### config.mk
export PLATFORM = sky130hd
export DESIGN_NAME = asrv32_core_sequencer
export DESIGN_NICKNAME = d
export VERILOG_FILES = /design/src/rtl/asrv32_core_sequencer_pkg.sv /design/src/rtl/asrv32_mem_timer.sv /design/src/rtl/asrv32_core_sequencer.sv
export SDC_FILE = /design/constraint.sdc
export NUM_CORES = 1
export LEC_CHECK = 0
export ABC_AREA = 1
export CAP_MARGIN = 20
export CORE_MARGIN = 5
export CORE_UTILIZATION = 42
export CTS_BUF_LIST = sky130_fd_sc_hd__clkbuf_2 sky130_fd_sc_hd__clkbuf_4 sky130_fd_sc_hd__clkbuf_8
export DETAILED_ROUTE_END_ITERATION = 8
export MAX_ROUTING_LAYER = met4
export PLACE_DENSITY_LB_ADDON = 0.3
export REMOVE_ABC_BUFFERS = 1
export SYNTH_ARGS = -nofsm -noshare
export SYNTH_HDL_FRONTEND = slang
export SYNTH_SLANG_ARGS = --single-unit
### constraint.sdc
create_clock -name i_clk -period 1.29 [get_ports i_clk]
set_input_delay 0.129 -clock i_clk [delete_from_list [all_inputs] [get_ports i_clk]]
set_output_delay 0.129 -clock i_clk [all_outputs]
set_load 0.02 [all_outputs]
### src/rtl/asrv32_core_sequencer_pkg.sv
// Shared definitions for the ASRV32 core sequencer: state encoding, one-hot
// opcode bit positions, trap cause codes and the opcode legality helper.
package asrv32_core_sequencer_pkg;

  typedef enum logic [2:0] {
    ST_RESET     = 3'd0,
    ST_FETCH     = 3'd1,
    ST_DECODE    = 3'd2,
    ST_EXECUTE   = 3'd3,
    ST_MEMORY    = 3'd4,
    ST_WRITEBACK = 3'd5,
    ST_HALT      = 3'd6,
    ST_TRAP      = 3'd7
  } state_t;

  localparam int OPCODE_WIDTH = 11;

  localparam int OP_LOAD   = 0;
  localparam int OP_STORE  = 1;
  localparam int OP_BRANCH = 2;
  localparam int OP_JAL    = 3;
  localparam int OP_JALR   = 4;
  localparam int OP_LUI    = 5;
  localparam int OP_AUIPC  = 6;
  localparam int OP_ITYPE  = 7;
  localparam int OP_RTYPE  = 8;
  localparam int OP_FENCE  = 9;
  localparam int OP_SYSTEM = 10;

  localparam logic [1:0] CAUSE_NONE    = 2'd0;
  localparam logic [1:0] CAUSE_ILLEGAL = 2'd1;
  localparam logic [1:0] CAUSE_SYSTEM  = 2'd2;
  localparam logic [1:0] CAUSE_TIMEOUT = 2'd3;

  // Opcodes whose result is written back to the register file.
  localparam logic [OPCODE_WIDTH-1:0] WB_MASK = OPCODE_WIDTH'(
    (1 << OP_RTYPE) | (1 << OP_ITYPE) | (1 << OP_LOAD) | (1 << OP_JAL) |
    (1 << OP_JALR)  | (1 << OP_LUI)   | (1 << OP_AUIPC));

  function automatic logic is_onehot(input logic [OPCODE_WIDTH-1:0] v);
    return (v != '0) && ((v & (v - {{(OPCODE_WIDTH-1){1'b0}}, 1'b1})) == '0);
  endfunction

endpackage

### src/rtl/asrv32_mem_timer.sv
// Shared memory-request watchdog: counts cycles without ack while enabled and
// flags expiry on the last permitted cycle. Saturates instead of wrapping.
module asrv32_mem_timer #(
  parameter int MEM_TIMEOUT = 16,
  parameter int TMR_W       = 5
) (
  input  logic i_clk,
  input  logic i_rst,
  input  logic i_clear,
  input  logic i_en,
  input  logic i_ack,
  output logic o_expired
);

  localparam logic [TMR_W-1:0] LIMIT = TMR_W'(MEM_TIMEOUT - 1);

  logic [TMR_W-1:0] cnt_q, cnt_d;

  always_comb begin
    cnt_d = cnt_q;
    if (i_clear) begin
      cnt_d = '0;
    end else if (i_en && !i_ack && (cnt_q != '1)) begin
      cnt_d = cnt_q + 1'b1;
    end
  end

  always_ff @(posedge i_clk) begin
    if (i_rst) begin
      cnt_q <= '0;
    end else begin
      cnt_q <= cnt_d;
    end
  end

  // An ack on the limit cycle still counts as success.
  assign o_expired = i_en && !i_ack && (cnt_q == LIMIT);

endmodule

### src/rtl/asrv32_core_sequencer.sv
// Multi-cycle control FSM for the ASRV32 core (FETCH/DECODE/EXECUTE/MEMORY/
// WRITEBACK). Optional retired-instruction counter under ASRV32_INSTRET_EN.
module asrv32_core_sequencer
  import asrv32_core_sequencer_pkg::*;
#(
  parameter int MEM_TIMEOUT = 16,
  parameter int TMR_W       = 5
) (
  input  logic                    i_clk,
  input  logic                    i_rst,
  input  logic [OPCODE_WIDTH-1:0] i_opcode,
  input  logic                    i_imem_ack,
  input  logic                    i_dmem_ack,
  input  logic                    i_halt,
  output logic                    o_imem_req,
  output logic                    o_dmem_req,
  output logic                    o_dec_ce,
  output logic                    o_alu_ce,
  output logic                    o_wb_en,
  output logic                    o_pc_ce,
  output logic                    o_halted,
  output logic                    o_trap,
  output logic [1:0]              o_trap_cause,
`ifdef ASRV32_INSTRET_EN
  output logic [63:0]             o_instret,
`endif
  output state_t                  o_dbg_state
);

  state_t     state_q, state_d;
  logic [1:0] cause_q, cause_d;
  logic       wb_sel_q, wb_sel_d;
  logic       in_mem_wait;
  logic       tmr_ack;
  logic       tmr_expired;

  assign in_mem_wait = (state_q == ST_FETCH) || (state_q == ST_MEMORY);
  assign tmr_ack     = (state_q == ST_FETCH) ? i_imem_ack : i_dmem_ack;

  asrv32_mem_timer #(
    .MEM_TIMEOUT (MEM_TIMEOUT),
    .TMR_W       (TMR_W)
  ) u_mem_timer (
    .i_clk     (i_clk),
    .i_rst     (i_rst),
    .i_clear   (!in_mem_wait),
    .i_en      (in_mem_wait),
    .i_ack     (tmr_ack),
    .o_expired (tmr_expired)
  );

  always_comb begin
    state_d  = state_q;
    cause_d  = cause_q;
    wb_sel_d = wb_sel_q;
    case (state_q)
      ST_RESET:     state_d = ST_FETCH;
      ST_FETCH: begin
        if (i_imem_ack) begin
          state_d = ST_DECODE;
        end else if (tmr_expired) begin
          state_d = ST_TRAP;
          cause_d = CAUSE_TIMEOUT;
        end
      end
      ST_DECODE:    state_d = ST_EXECUTE;
      ST_EXECUTE: begin
        // The write-back decision is captured here so WRITEBACK outputs stay
        // purely registered.
        wb_sel_d = |(i_opcode & WB_MASK);
        if (!is_onehot(i_opcode)) begin
          state_d = ST_TRAP;
          cause_d = CAUSE_ILLEGAL;
        end else if (i_opcode[OP_SYSTEM]) begin
          state_d = ST_TRAP;
          cause_d = CAUSE_SYSTEM;
        end else if (i_opcode[OP_LOAD] || i_opcode[OP_STORE]) begin
          state_d = ST_MEMORY;
        end else begin
          state_d = ST_WRITEBACK;
        end
      end
      ST_MEMORY: begin
        if (i_dmem_ack) begin
          state_d = ST_WRITEBACK;
        end else if (tmr_expired) begin
          state_d = ST_TRAP;
          cause_d = CAUSE_TIMEOUT;
        end
      end
      ST_WRITEBACK: state_d = i_halt ? ST_HALT : ST_FETCH;
      ST_HALT:      state_d = i_halt ? ST_HALT : ST_FETCH;
      ST_TRAP:      state_d = ST_TRAP;
      default:      state_d = ST_RESET;
    endcase
  end

  always_ff @(posedge i_clk) begin
    if (i_rst) begin
      state_q  <= ST_RESET;
      cause_q  <= CAUSE_NONE;
      wb_sel_q <= 1'b0;
    end else begin
      state_q  <= state_d;
      cause_q  <= cause_d;
      wb_sel_q <= wb_sel_d;
    end
  end

`ifdef ASRV32_INSTRET_EN
  logic [63:0] instret_q, instret_d;

  always_comb begin
    instret_d = instret_q;
    if (state_q == ST_WRITEBACK) begin
      instret_d = instret_q + 64'd1;
    end
  end

  always_ff @(posedge i_clk) begin
    if (i_rst) begin
      instret_q <= '0;
    end else begin
      instret_q <= instret_d;
    end
  end

  assign o_instret = instret_q;
`endif

  assign o_imem_req   = (state_q == ST_FETCH);
  assign o_dmem_req   = (state_q == ST_MEMORY);
  assign o_dec_ce     = (state_q == ST_DECODE);
  assign o_alu_ce     = (state_q == ST_EXECUTE);
  assign o_wb_en      = (state_q == ST_WRITEBACK) && wb_sel_q;
  assign o_pc_ce      = (state_q == ST_WRITEBACK);
  assign o_halted     = (state_q == ST_HALT);
  assign o_trap       = (state_q == ST_TRAP);
  assign o_trap_cause = cause_q;
  assign o_dbg_state  = state_q;

endmodule

==> reports/summary.txt <==
CP max stage cell: dfxtp_2
Req. time, crit path: 1.48 ns
All-Layer GR Usage: 21.2%
Post-Syn Area: 833 um^2
crit path launch: u_mem_timer.cnt_q[0]
pwr dens: 785 nW/um^2
Antenna diodes: 0
Skew-Pair Late Insertion Delay: 0.26 ns
clk root buf: clkbuf_4
Worst Path Buf+Inv: 2
vias in the first global route: 1045
Worst setup SP type: flip-flop
worst min path class: flip-flop to flip-flop
TritonCTS buffer count: 3
DP Wirelength: 1900 um
Post-Synth Simple-Gate Area: 36.5%
mux share of post-synthesis cell area: 0%
FF-to-FF path depth: 9
max incr delay on CP: 0.35 ns
worst path cell trace: ha_4 -> inv_2 -> nor3_4 -> ha_2 -> inv_2 -> nor2_2 -> o21a_1 -> nor2_2 -> a21oi_2
CTS clock-pin slew for the worst setup and hold paths: 0.07 ns
Max Cap Viol: 0
NetSw: 0.425 mW
Syn Inst Count: 130
initial antenna violation count: 0
Finished Core Util: 79.4%
I/O Buffers: 28
Setup crit end: o_dbg_state[0]
core region area: 1920 um^2
internal power: 0.773 mW
main combinational cell family by area after synthesis: simple AND/OR/NAND/NOR gates
Crit path depth: 9
Seq/Total Area, Yosys: 26.4%
clk sinks: 11
WL/cell: 13.4 um
cell class contributing the biggest share of worst-path delay: adder cells
CTS Hold Bufs: 0
Synth Area in Compound Gates: 21.3%
Synth Register Bits: 11
final hold violation count: 0
Starting Density: 43.4%
R2R Setup Slk: -0.17 ns
Crit Path Max Fanout: 3
H-tree depth: 1
total die area: 2970 um^2
Switching Fraction: 35.5%
FP Rows: 16
RSZ-0062 raised after global routing: yes
Total Power: 1.20 mW
CTS tree: done
gpl congestion: 0.816
first-pass GRT wire length: 4370 um
largest net degree at the start of global routing: 7
crit share post-route: 113%
Adder-Cell Fraction of Synth Area: 4.50%
IO Count: 29
die width: 54.5 um
CP Capture Type: flip-flop
FF-to-FF Start: u_mem_timer.cnt_q[0]
failing checks: setup timing
status: finished, violations left
drt total wl: 3010 um
via count: 1091
measured slew at the worst slew-check pin: 0.244 ns
CP Class: flip-flop to flip-flop
Combinational Power Share: 46.4%
vias per cell: 4.87
post-route cell area: 1530 um^2
Critical Path AT: 1.65 ns
syn avg cell area: 6.41 um^2
maximum clock frequency: 685 MHz
leakage: 0.723 nW
grt ovf: 0
fraction of layout cells with a size suffix above 1: 48.2%
XOR/XNOR Fraction of Synth Area: 0%
drt first pass iters: 4
reg2reg end: o_dbg_state[0]
Clock Tree Buf Depth: 2
Layout Skew: 0.00357 ns
Nets: 217
Clk pwr share: 20.9%
fin crit period: 1.46 ns
Final Max Tran Viols: 0
Finish-stage setup viols: 11
Die Ht: 54.5 um
drt drc: 0
Seq pwr share: 32.7%
Placed Area: 1330 um^2
initial DRC count: 34
Relative slew margins: 83.5%
unique cell type count in the Yosys netlist: 27
YS warnings: 0
worst vdd ir: 0.720 mV
final worst slack: -0.170 ns
synth-to-layout area growth: 83.2%
Hold WS: 0.448 ns
remaining antenna violation count after routing: 0
==> synth_stat cells <==
cell	count	area (um^2)
nand2_1	27	101
inv_1	23	86.3
nor2_1	15	56.3
a21oi_1	11	55.1
dfxtp_1	11	220
o21ai_0	8	40.0
nand3_1	6	30.0
o21ai_1	4	20.0
ha_1	3	37.5
a31oi_1	2	12.5
inv_2	2	7.51
nor2_2	2	12.5
nor3b_1	2	15.0
a211o_2	1	10.0
a21boi_0	1	7.51
nand2_2	1	6.26
nand2_4	1	11.3
nand3_2	1	10.0
nand4_1	1	6.26
nand4_2	1	12.5
nor2_4	1	11.3
nor2_8	1	20.0
nor3_1	1	5.00
o21a_1	1	7.51
o21ai_2	1	8.76
o21ai_4	1	16.3
or2_2	1	6.26
==> sequential cells by signal, indices dropped and copies added, names as in the netlist <==
signal	cells
u_mem_timer.cnt_q	5
o_dbg_state	3
o_trap_cause	2
wb_sel_q	1
==> per-stage QoR <==
stage          cells  TNS (ns)  setup slack (ns)
6_report         224     -1.02            -0.170
3_3_place_gp     209     -2.79            -0.331
5_1_grt          224     -1.92            -0.243
4_1_cts          221    -0.766            -0.115
2_1_floorplan    130     -2.37            -0.341
3_5_place_dp     209     -3.73            -0.428
==> worst register-to-register path, stage by stage, from the launching register on <==
cell     delay [ns]
dfxtp_2        0.35
ha_4           0.15
inv_2          0.05
nor3_4         0.14
ha_2           0.22
inv_2          0.06
nor2_2         0.12
o21a_1         0.14
nor2_2         0.05
a21oi_2        0.12
==> kinds of logic (layout without fill, tap and decap cells) <==
logic type	Yosys count	count (layout)
and+or+nand+nor	61	61
AOI/OAI and AO/OA	30	30
buffers and inverters	25	92
DFF	11	11
adders and majority gates	3	3
==> power by group through the flow <==
stage               registers [mW]  logic (mW)  clock network, mW
global route                 0.395       0.591              0.291
floorplan                    0.409       0.210                  0
global placement             0.390       0.425                  0
finish                       0.392       0.555              0.251
CTS                          0.390       0.506              0.258
detailed placement           0.391       0.438                  0
==> cell type report <==
cell class	instances	area [um^2]
timing repair buffer	63	508
tap	27	33.8
fill	141	395
multi-input combinational	94	632
inverter	25	93.8
clock buffer	4	30.0
sequential	11	229
==> metal layers <==
layer	share of wire [%]	GRT usage, %	vias to the layer above
li1	-	-	556
met1	37	20.3	517
met2	59	41.4	16
met3	3.4	4.36	2
met4	0.40	7.05	0
met5	0	-	-
==> what timing repair did <==
| item | CTS | global route |
|---|---|---|
| buffers inserted | 8 | 3 |
| pin swaps | 18 | 8 |
| gates resized for setup | 75 | 18 |
| setup endpoints to repair | 23 | 17 |
==> cells in the final DEF, fill, tap and decap left out, types with 4 or more instances in the layout <==
cell type and count:
buf_4 41, nand2_1 24, inv_1 18, clkdlybuf4s50_1 11, nor2_2 10, dlygate4sd2_1 8
inv_2 7, nor2_1 7, a21oi_1 7, dfxtp_1 6, o21ai_0 5, nand3_1 5
o21ai_1 5, a21oi_2 4, clkbuf_4 4, dfxtp_2 4
==> worst min-delay path by stage <==
stage	slack, ns	end	from	depth (start not counted)
floorplan	0.20	o_dbg_state[0]	i_rst	1
detailed placement	0.44	o_trap_cause[1]	o_trap_cause[1]	2
finish	0.45	o_trap_cause[1]	o_trap_cause[1]	2
global placement	0.44	o_trap_cause[1]	o_trap_cause[1]	2
CTS	0.45	o_trap_cause[1]	o_trap_cause[1]	2
global route	0.47	o_trap_cause[0]	o_trap_cause[0]	2
(Power assumes the default switching activity.)
